<file path="config.mk">
export PLATFORM = sky130hd
export DESIGN_NAME = pattern_sequencer_flat
export DESIGN_NICKNAME = d
export VERILOG_FILES = /design/src/rtl/pattern_sequencer_if.sv /design/src/rtl/pattern_sequencer.sv /design/src/flat_wrapper.sv
export SDC_FILE = /design/constraint.sdc
export NUM_CORES = 1
export LEC_CHECK = 0
export CORE_ASPECT_RATIO = 0.8
export CORE_MARGIN = 4
export CORE_UTILIZATION = 45
export CTS_BUF_LIST = sky130_fd_sc_hd__clkbuf_16
export DETAILED_ROUTE_END_ITERATION = 16
export GPL_ROUTABILITY_DRIVEN = 0
export PLACE_DENSITY = 0.69
export SYNTH_ARGS = -nofsm -noshare
export SYNTH_HDL_FRONTEND = slang
export SYNTH_SLANG_ARGS = --single-unit
</file>
<file path="constraint.sdc">
create_clock -name clk_in -period 8.35 [get_ports clk_in]
set_input_delay 0.835 -clock clk_in [delete_from_list [all_inputs] [get_ports clk_in]]
set_output_delay 0.835 -clock clk_in [all_outputs]
set_load 0.01 [all_outputs]
</file>
<file path="src/rtl/pattern_sequencer_if.sv">
// Spawn-request valid/ready handshake between pattern_sequencer (master)
// and the bullet engine (slave).
interface pattern_sequencer_if;
  logic       spawn_valid_out;
  logic       spawn_ready_in;
  logic [4:0] spawn_slot_out;
  logic [2:0] spawn_speed_out;
  logic [1:0] spawn_dir_out;
  logic       spawn_inv_out;

  modport master (
    output spawn_valid_out,
    output spawn_slot_out,
    output spawn_speed_out,
    output spawn_dir_out,
    output spawn_inv_out,
    input  spawn_ready_in
  );

  modport slave (
    input  spawn_valid_out,
    input  spawn_slot_out,
    input  spawn_speed_out,
    input  spawn_dir_out,
    input  spawn_inv_out,
    output spawn_ready_in
  );
endinterface

</file>
<file path="src/rtl/pattern_sequencer.sv">
// Walks one 24-slot bullet pattern per turn: load from ROM, wait per-slot frame ticks, spawn.
// Optional feature: PATTERN_SEQ_SKIP_EMPTY_EN skips the spawn of slots whose speed is 0.
module pattern_sequencer #(
  parameter int unsigned SLOTS     = 24,
  parameter int unsigned NUM_TURNS = 16
) (
  input  logic                         clk_in,
  input  logic                         rst_in,
  input  logic                         start_in,
  input  logic                         abort_in,
  input  logic                         frame_tick_in,
  output logic [$clog2(NUM_TURNS)-1:0] turn_out,
  input  logic                         pat_valid_in,
  input  logic [3*SLOTS-1:0]           pat_timing_in,
  input  logic [3*SLOTS-1:0]           pat_speed_in,
  input  logic [2*SLOTS-1:0]           pat_direction_in,
  input  logic [SLOTS-1:0]             pat_inversed_in,
  pattern_sequencer_if.master          spawn,
  output logic                         busy_out,
  output logic                         done_out,
  output logic                         miss_out
);

  localparam int unsigned SLOT_W = $clog2(SLOTS);
  localparam int unsigned TURN_W = $clog2(NUM_TURNS);
  localparam logic [SLOT_W-1:0] LAST_SLOT = SLOT_W'(SLOTS - 1);
  localparam logic [TURN_W-1:0] LAST_TURN = TURN_W'(NUM_TURNS - 1);

  typedef enum logic [2:0] {
    ST_IDLE,
    ST_LOAD,
    ST_WAIT,
    ST_SPAWN,
    ST_DONE
  } state_t;

  state_t            state;
  logic [SLOT_W-1:0] slot;
  logic [2:0]        tick_cnt;

  logic [2:0] timing_q [SLOTS];
  logic [2:0] speed_q  [SLOTS];
  logic [1:0] dir_q    [SLOTS];
  logic       inv_q    [SLOTS];

  logic [TURN_W-1:0] next_turn;
  logic              skip_slot;
  logic              last_slot;

  always_comb begin
    next_turn = (turn_out == LAST_TURN) ? '0 : turn_out + TURN_W'(1);
    last_slot = (slot == LAST_SLOT);
  end

`ifdef PATTERN_SEQ_SKIP_EMPTY_EN
  always_comb skip_slot = (speed_q[slot] == '0);
`else
  always_comb skip_slot = 1'b0;
`endif

  always_ff @(posedge clk_in or posedge rst_in) begin
    if (rst_in) begin
      state                 <= ST_IDLE;
      turn_out              <= '0;
      slot                  <= '0;
      tick_cnt              <= '0;
      busy_out              <= 1'b0;
      done_out              <= 1'b0;
      miss_out              <= 1'b0;
      spawn.spawn_valid_out <= 1'b0;
      spawn.spawn_slot_out  <= '0;
      spawn.spawn_speed_out <= '0;
      spawn.spawn_dir_out   <= '0;
      spawn.spawn_inv_out   <= 1'b0;
      for (int unsigned i = 0; i < SLOTS; i++) begin
        timing_q[i] <= '0;
        speed_q[i]  <= '0;
        dir_q[i]    <= '0;
        inv_q[i]    <= 1'b0;
      end
    end else begin
      done_out <= 1'b0;
      miss_out <= 1'b0;

      if (abort_in) begin
        state                 <= ST_IDLE;
        busy_out              <= 1'b0;
        spawn.spawn_valid_out <= 1'b0;
        slot                  <= '0;
        tick_cnt              <= '0;
      end else begin
        case (state)
          ST_IDLE: begin
            if (start_in) begin
              state    <= ST_LOAD;
              busy_out <= 1'b1;
            end
          end

          ST_LOAD: begin
            if (pat_valid_in) begin
              for (int unsigned i = 0; i < SLOTS; i++) begin
                timing_q[i] <= pat_timing_in[3*i +: 3];
                speed_q[i]  <= pat_speed_in[3*i +: 3];
                dir_q[i]    <= pat_direction_in[2*i +: 2];
                inv_q[i]    <= pat_inversed_in[i];
              end
              slot     <= '0;
              tick_cnt <= '0;
              state    <= ST_WAIT;
            end else begin
              miss_out <= 1'b1;
              turn_out <= next_turn;
              busy_out <= 1'b0;
              state    <= ST_IDLE;
            end
          end

          // Counter saturates at the slot's timing; leaving happens on the edge after it matches.
          ST_WAIT: begin
            if (tick_cnt == timing_q[slot]) begin
              if (skip_slot) begin
                if (last_slot) begin
                  done_out <= 1'b1;
                  state    <= ST_DONE;
                end else begin
                  slot     <= slot + SLOT_W'(1);
                  tick_cnt <= '0;
                end
              end else begin
                spawn.spawn_valid_out <= 1'b1;
                spawn.spawn_slot_out  <= 5'(slot);
                spawn.spawn_speed_out <= speed_q[slot];
                spawn.spawn_dir_out   <= dir_q[slot];
                spawn.spawn_inv_out   <= inv_q[slot];
                state                 <= ST_SPAWN;
              end
            end else if (frame_tick_in) begin
              tick_cnt <= tick_cnt + 3'd1;
            end
          end

          ST_SPAWN: begin
            if (spawn.spawn_ready_in) begin
              spawn.spawn_valid_out <= 1'b0;
              if (last_slot) begin
                done_out <= 1'b1;
                state    <= ST_DONE;
              end else begin
                slot     <= slot + SLOT_W'(1);
                tick_cnt <= '0;
                state    <= ST_WAIT;
              end
            end
          end

          ST_DONE: begin
            turn_out <= next_turn;
            busy_out <= 1'b0;
            slot     <= '0;
            state    <= ST_IDLE;
          end

          default: begin
            state    <= ST_IDLE;
            busy_out <= 1'b0;
          end
        endcase
      end
    end
  end

endmodule

</file>
<file path="src/flat_wrapper.sv">
// flat-port wrapper written by rule: the top's interface ports become plain ports
module pattern_sequencer_flat 
#(
  parameter int unsigned SLOTS     = 24,
  parameter int unsigned NUM_TURNS = 16
)
  (clk_in, rst_in, start_in, abort_in, frame_tick_in, turn_out, pat_valid_in, pat_timing_in, pat_speed_in, pat_direction_in, pat_inversed_in, busy_out, done_out, miss_out, spawn_spawn_valid_out, spawn_spawn_slot_out, spawn_spawn_speed_out, spawn_spawn_dir_out, spawn_spawn_inv_out, spawn_spawn_ready_in);
  pattern_sequencer_if spawn_i ();
  input  logic clk_in;
  input  logic rst_in;
  input  logic start_in;
  input  logic abort_in;
  input  logic frame_tick_in;
  output logic [$clog2(NUM_TURNS)-1:0] turn_out;
  input  logic pat_valid_in;
  input  logic [3*SLOTS-1:0] pat_timing_in;
  input  logic [3*SLOTS-1:0] pat_speed_in;
  input  logic [2*SLOTS-1:0] pat_direction_in;
  input  logic [SLOTS-1:0] pat_inversed_in;
  output logic busy_out;
  output logic done_out;
  output logic miss_out;
  output wire logic [$bits(spawn_i.spawn_valid_out)-1:0] spawn_spawn_valid_out;
  output wire logic [$bits(spawn_i.spawn_slot_out)-1:0] spawn_spawn_slot_out;
  output wire logic [$bits(spawn_i.spawn_speed_out)-1:0] spawn_spawn_speed_out;
  output wire logic [$bits(spawn_i.spawn_dir_out)-1:0] spawn_spawn_dir_out;
  output wire logic [$bits(spawn_i.spawn_inv_out)-1:0] spawn_spawn_inv_out;
  input wire logic [$bits(spawn_i.spawn_ready_in)-1:0] spawn_spawn_ready_in;
  assign spawn_spawn_valid_out = spawn_i.spawn_valid_out;
  assign spawn_spawn_slot_out = spawn_i.spawn_slot_out;
  assign spawn_spawn_speed_out = spawn_i.spawn_speed_out;
  assign spawn_spawn_dir_out = spawn_i.spawn_dir_out;
  assign spawn_spawn_inv_out = spawn_i.spawn_inv_out;
  assign spawn_i.spawn_ready_in = spawn_spawn_ready_in;
  pattern_sequencer #(.SLOTS(SLOTS), .NUM_TURNS(NUM_TURNS)) u_core (.clk_in(clk_in), .rst_in(rst_in), .start_in(start_in), .abort_in(abort_in), .frame_tick_in(frame_tick_in), .turn_out(turn_out), .pat_valid_in(pat_valid_in), .pat_timing_in(pat_timing_in), .pat_speed_in(pat_speed_in), .pat_direction_in(pat_direction_in), .pat_inversed_in(pat_inversed_in), .spawn(spawn_i), .busy_out(busy_out), .done_out(done_out), .miss_out(miss_out));
endmodule
</file>
# Word level (Yosys, flattened, before mapping)
# Index checks and enable logic that the tools add are counted.
# W data, S select, Z words.
# word_totals
register_bits	246
input_bits	223
out_inout_bits	19
wordCells	194
# classes
add_sub_neg	3
magnitude_cmp	1
n_eq_ne	17
n_mux	49
bitwise	2
reduce_logical	14
# op_table
cell	count
$mux W3	15
$bmux W3 S5	2
$ne A3 B3 Y1 const B	7
$mux W5	4
$reduce_and A3 Y1	6
$mux W1	15
$pmux W5 S3	1
$pmux W3 S4	1
$bmux W2 S5	1
$pmux W3 S3	1
$mux W4	2
$pmux W4 S2	1
$reduce_bool A4 Y1	2
$eq A3 B2 Y1 const B	2
$ge A6 B6 Y1 const B	1
$mux W2	3
$not A5 Y6	1
$reduce_and A6 Y1	1
$add A5 B1 Y5 const B	1
$bmux W1 S5	1
$eq A5 B5 Y1 const B	1
$add A4 B1 Y4 const B	1
$eq A4 B4 Y1 const B	1
$reduce_and A4 Y1	1
14 further kinds	14

# Depth between registers and ports, before layout
# depth
depth_word	8
ltp_mapped	11
ltp_nobuf	8

# Worst setup path after synthesis
# Ideal clock, no wire load.
# synth_timing
path_type	register to register
startpoint	reg u_core.slot[1]
endpoint	reg u_core.spawn.spawn_dir_out[1]
setup_ns	0.125
arrival_time_ns	2.750
required_time_ns	8.225
setup_slack_ns	5.475
stages_incl_launch_ff	11
path_buffers	5
period_less_slack_ns	2.875
path_cell_list	dfrtp_1 buf_6 buf_4 buf_2 buf_1 clkbuf_1 mux4_2 mux4_2 nand2_1 o21ai_0 mux2_4
# synth_via
elab_chain_len	6
word_cells_on_any_way	9
cone_classes	eq/ne (1); mux (6); bitwise (1); reduce/logical (1)
# synth_rtl
item	line_no	source
start, declared	pattern_sequencer.sv:38	logic [SLOT_W-1:0] slot;
start signal, assigned	pattern_sequencer.sv:127	slot <= slot + SLOT_W'(1);
start signal, assigned	pattern_sequencer.sv:150	slot <= slot + SLOT_W'(1);
$not A5 Y6 (not written as such) *	pattern_sequencer.sv:121, pattern_sequencer.sv:134	
$bmux W3 S5	pattern_sequencer.sv:121	if (tick_cnt == timing_q[slot]) begin
$mux W3 (not written as such) (2 in a row)	pattern_sequencer.sv:121	
$eq A3 B3 Y1	pattern_sequencer.sv:121	
$reduce_and A3 Y1 (no source line)	n/a	
end signal, assigned	pattern_sequencer.sv:134	spawn.spawn_dir_out <= dir_q[slot];
end, declared	pattern_sequencer_if.sv:15	output spawn_dir_out,
# Mark *: on every way between the ends. The rest lies on a longest branch, timed or not. The select of a mux whose other input is x is not followed.
# A chain may end at the register's enable or synchronous reset.

# Worst setup path after layout
# layout_timing
startpoint	reg u_core.slot[0]
endpoint	reg u_core.spawn.spawn_slot_out[3]
# layout_via
elab_chain_len	6
# layout_rtl
item	line_no	source
$not A5 Y6 (not written as such)	pattern_sequencer.sv:121	
$bmux W3 S5	pattern_sequencer.sv:121	
$mux W3 (not written as such) (2 in a row)	pattern_sequencer.sv:121	
$eq A3 B3 Y1	pattern_sequencer.sv:121	
$reduce_and A3 Y1 (no source line)	n/a	
end signal, assigned	pattern_sequencer.sv:132	spawn.spawn_slot_out <= 5'(slot);
end, declared	pattern_sequencer_if.sv:13	output spawn_slot_out,
# Every way passes these cells. The select of a mux whose other input is x is not followed.

==> impl_metrics.json <==
{
  "dr.first_iter.drc_count": 285,
  "slowest_delay_ns": 0.77,
  "overflow": 0,
  "p_int_mw": 2.86,
  "drc": 0,
  "synth_seq_cells": 246,
  "synth_mux_area_share_pct": 35.9,
  "min_path_type": "register to register",
  "final_cell_mix": "dfrtp_1 (243), clkdlybuf4s50_1 (241), mux2_2 (225)",
  "synth_top_family_by_area": "multiplexers",
  "pwr-share-comb_pct": 23.4,
  "die_y_um": 149,
  "p_clk_share_pct": 28.9,
  "rr_endpoint": "u_core.spawn.spawn_slot_out[3]$_DFFE_PP0P_",
  "cp-start-kind": "register",
  "final_common_cell": "dfrtp_1",
  "start_util_pct": 45.9,
  "min_from": "u_core.speed_q[52]$_DFFE_PP0P_",
  "worstPathMaxFanout": 33,
  "wl_per_cell_um": 20.6,
  "grt_pass1_wl_um": 42400,
  "drive_gt1_share_pct": 35.1,
  "wl_um": 26800,
  "cp_data_arrival_time_ns": 4.33,
  "crit_buf_inv": 1,
  "cts_max_path_buffers": 3,
  "fmax_mhz": 255,
  "p_sw_share_pct": 25.3,
  "hold_violations": 0,
  "die_w_um": 184,
  "dieArea_um2": 27500,
  "p_seq_share_pct": 47.8,
  "crit_slowest_cell": "dfrtp_4",
  "nets": 1187,
  "dp_hpwl_um": 18200,
  "syn_area_per_cell_um2": 15.3,
  "synth_edf_count": 0,
  "vias": 7033,
  "ys.flop_type": "dfrtp_1",
  "relSlewSlack_pct": 22.3,
  "vias_per_cell": 5.41,
  "p_switching_mw": 0.968,
  "reg2reg_depth": 8,
  "syn_area_um2": 11200,
  "ys_warn_count": 0,
  "syn2layout_area_growth_pct": 31.3,
  "path_cells": "buf_4 -> mux4_2 -> a22o_1 -> or2_2 -> o2111ai_1 -> nand4_2 -> or2_4 -> mux2_4",
  "rsz0062_at_grt": "no",
  "synth_compound_area_share_pct": 3.19,
  "worstSetupPathType": "register to register",
  "fin_setup_tns_ns": 0,
  "dpl.cell_count": 1251,
  "final-setup-viol-count": 0,
  "synth_fa_ha_area_share_pct": 0.335,
  "cpLargestDelayFamily": "simple AND/OR/NAND/NOR gates",
  "cts_tree": "yes",
  "finish.utilization_pct": 60.3,
  "track_usage_pct": 19.6,
  "tightest_slew_ns": 1.16,
  "r2r_setup_slack_ns": 4.43,
  "core_um2": 24400,
  "async_flop_share_pct": 100,
  "end_kind": "register",
  "num_rows": 51,
  "portBuffers": 241,
  "fin_crit_sh_pct": 46.9,
  "synthSimpleGateAreaFrac_pct": 3.31,
  "vdd_drop_max_mv": 0.150,
  "p_leak_nw": 5.89,
  "finalNonFillerCells": 1299,
  "p_per_area_nw_per_um2": 260,
  "cp-endpoint": "u_core.spawn.spawn_slot_out[3]$_DFFE_PP0P_",
  "cts_buffers": 26,
  "post_cts_buffers": 0,
  "status": "finished, final reports clean",
  "syn_nets": 958,
  "pin_count": 242,
  "fin_worst_skew_ns": 0.0134,
  "synth_xor_area_share_pct": 0.157,
  "ant_nets": 0,
  "antenna_found_initial": 1,
  "grt_pass1_vias": 7573,
  "rr_startpoint": "u_core.slot[0]$_DFFE_PP0P_",
  "first_pass_iters": 4,
  "whs_ns": 0.501,
  "drv_cap": 0,
  "path_clk_slew_ns": 0.06,
  "crit_required_ns": 8.76,
  "htreeDepth": 1,
  "min_period_ns": 3.92,
  "cp_num_cells": 8,
  "root_buffer": "clkbuf_16",
  "grt_max_degree": 126,
  "ctsResizeCount": 0,
  "synthCells": 732,
  "synth_cell_types": 53,
  "worstSetupStartpoint": "u_core.slot[0]$_DFFE_PP0P_",
  "clkSinkCount": 246,
  "report.final.slew_viol_count": 0,
  "hold_buffers": 0,
  "ys_seq_area_share_pct": 55.0,
  "insertion_delay_ns": 0.53
}
==> logic make-up (layout without fill, tap and decap cells) <==
| group | count (synthesis) | count (layout) |
|---|---|---|
| fa+ha+maj | 3 | 3 |
| buf+inv | 53 | 301 |
| mux | 301 | 301 |
| simple gates | 71 | 71 |
| flops | 246 | 246 |
| other cells | 0 | 1 |
| compound gates | 56 | 56 |
| xor+xnor | 2 | 2 |
==> power by group through the flow <==
stage	Sequential [mW]	Clock [mW]	Combinational (mW)
floorplan	1.78	0	0.631
global placement	1.83	0	0.882
detailed placement	1.84	0	0.904
CTS	1.83	1.13	0.909
global route	1.88	1.19	0.979
finish	1.83	1.10	0.895
==> registers in the layout, indices dropped and copies added (netlist names) <==
register	count
u_core.speed_q	72
u_core.timing_q	72
u_core.dir_q	48
u_core.inv_q	24
u_core.slot	5
u_core.spawn.spawn_slot_out	5
u_core.turn_out	4
u_core.spawn.spawn_speed_out	3
u_core.state	3
u_core.tick_cnt	3
u_core.spawn.spawn_dir_out	2
u_core.busy_out	1
u_core.done_out	1
u_core.miss_out	1
u_core.spawn.spawn_inv_out	1
u_core.spawn.spawn_valid_out	1
==> cell usage after synthesis, types with 2 or more instances <==
| master | instances | area, um^2 |
|---|---|---|
| a22oi_1 | 2 | 15.0 |
| nand4_1 | 2 | 12.5 |
| nor2_1 | 13 | 48.8 |
| nand2b_1 | 6 | 37.5 |
| clkbuf_1 | 32 | 120 |
| mux2_4 | 7 | 105 |
| buf_1 | 3 | 11.3 |
| nor2b_1 | 5 | 31.3 |
| nor3_1 | 5 | 25.0 |
| mux4_2 | 54 | 1220 |
| buf_6 | 2 | 22.5 |
| o21a_1 | 2 | 15.0 |
| mux2i_1 | 14 | 140 |
| a21oi_1 | 7 | 35.0 |
| mux2_2 | 225 | 2530 |
| nand3_1 | 7 | 35.0 |
| nor3b_1 | 2 | 15.0 |
| a22o_1 | 4 | 35.0 |
| o21ai_0 | 26 | 130 |
| inv_1 | 5 | 18.8 |
| dfrtp_1 | 246 | 6160 |
| buf_2 | 9 | 45.0 |
| or2_2 | 3 | 18.8 |
| nand2_1 | 19 | 71.3 |
| and3b_1 | 2 | 17.5 |
| ha_1 | 3 | 37.5 |
==> final cells by class <==
| class | instances | area [um^2] |
|---|---|---|
| Fill cell | 1929 | 9680 |
| Sequential cell | 246 | 6160 |
| Multi-Input combinational cell | 433 | 4810 |
| Timing Repair Buffer | 248 | 2480 |
| Clock buffer | 26 | 651 |
| Tap cell | 318 | 398 |
| Clock inverter | 21 | 161 |
| Inverter | 6 | 30.0 |
| Antenna cell | 1 | 2.50 |
==> routing by layer <==
layer  vias to the layer above  global-route usage, %  routed length [um]
met4                         0                   3.81                 508
met2                       208                   29.4               11800
met1                      3584                   29.9               12700
met5                         -                      0                   0
met3                        37                   4.17                1750
li1                       3204                      -                   -
==> through the flow <==
step | setup slack, ns | cell area (um^2) | power (mW)
after floorplan | 0.757 | 11200 | 2.41
after global placement | 4.19 | 13900 | 2.71
after detailed placement | 4.17 | 13900 | 2.75
after CTS | 4.41 | 14700 | 3.87
after global routing | 4.24 | 14700 | 4.04
final | 4.43 | 14700 | 3.83
==> worst reg2reg max path: cells and delay by family (launching register included) <==
family / cells / cell delay (ns)
AND/OR/NAND/NOR: 3 / 0.94
buffers and inverters: 1 / 0.66
multiplexers: 2 / 0.96
flip-flops: 1 / 0.77
AO/OA/AOI/OAI: 2 / 0.49
==> worst min-delay path by stage <==
stage                     depth (start not counted)                               to  slack, ns
after floorplan                                   1  u_core.timing_q[39]$_DFFE_PP0P_       0.47
after global placement                            1   u_core.timing_q[0]$_DFFE_PP0P_       0.48
after detailed placement                          1  u_core.timing_q[29]$_DFFE_PP0P_       0.49
after CTS                                         1  u_core.timing_q[29]$_DFFE_PP0P_       0.50
after global routing                              1  u_core.timing_q[37]$_DFFE_PP0P_       0.51
final                                             1   u_core.speed_q[52]$_DFFE_PP0P_       0.50
Power figures use the tool's default switching activity.
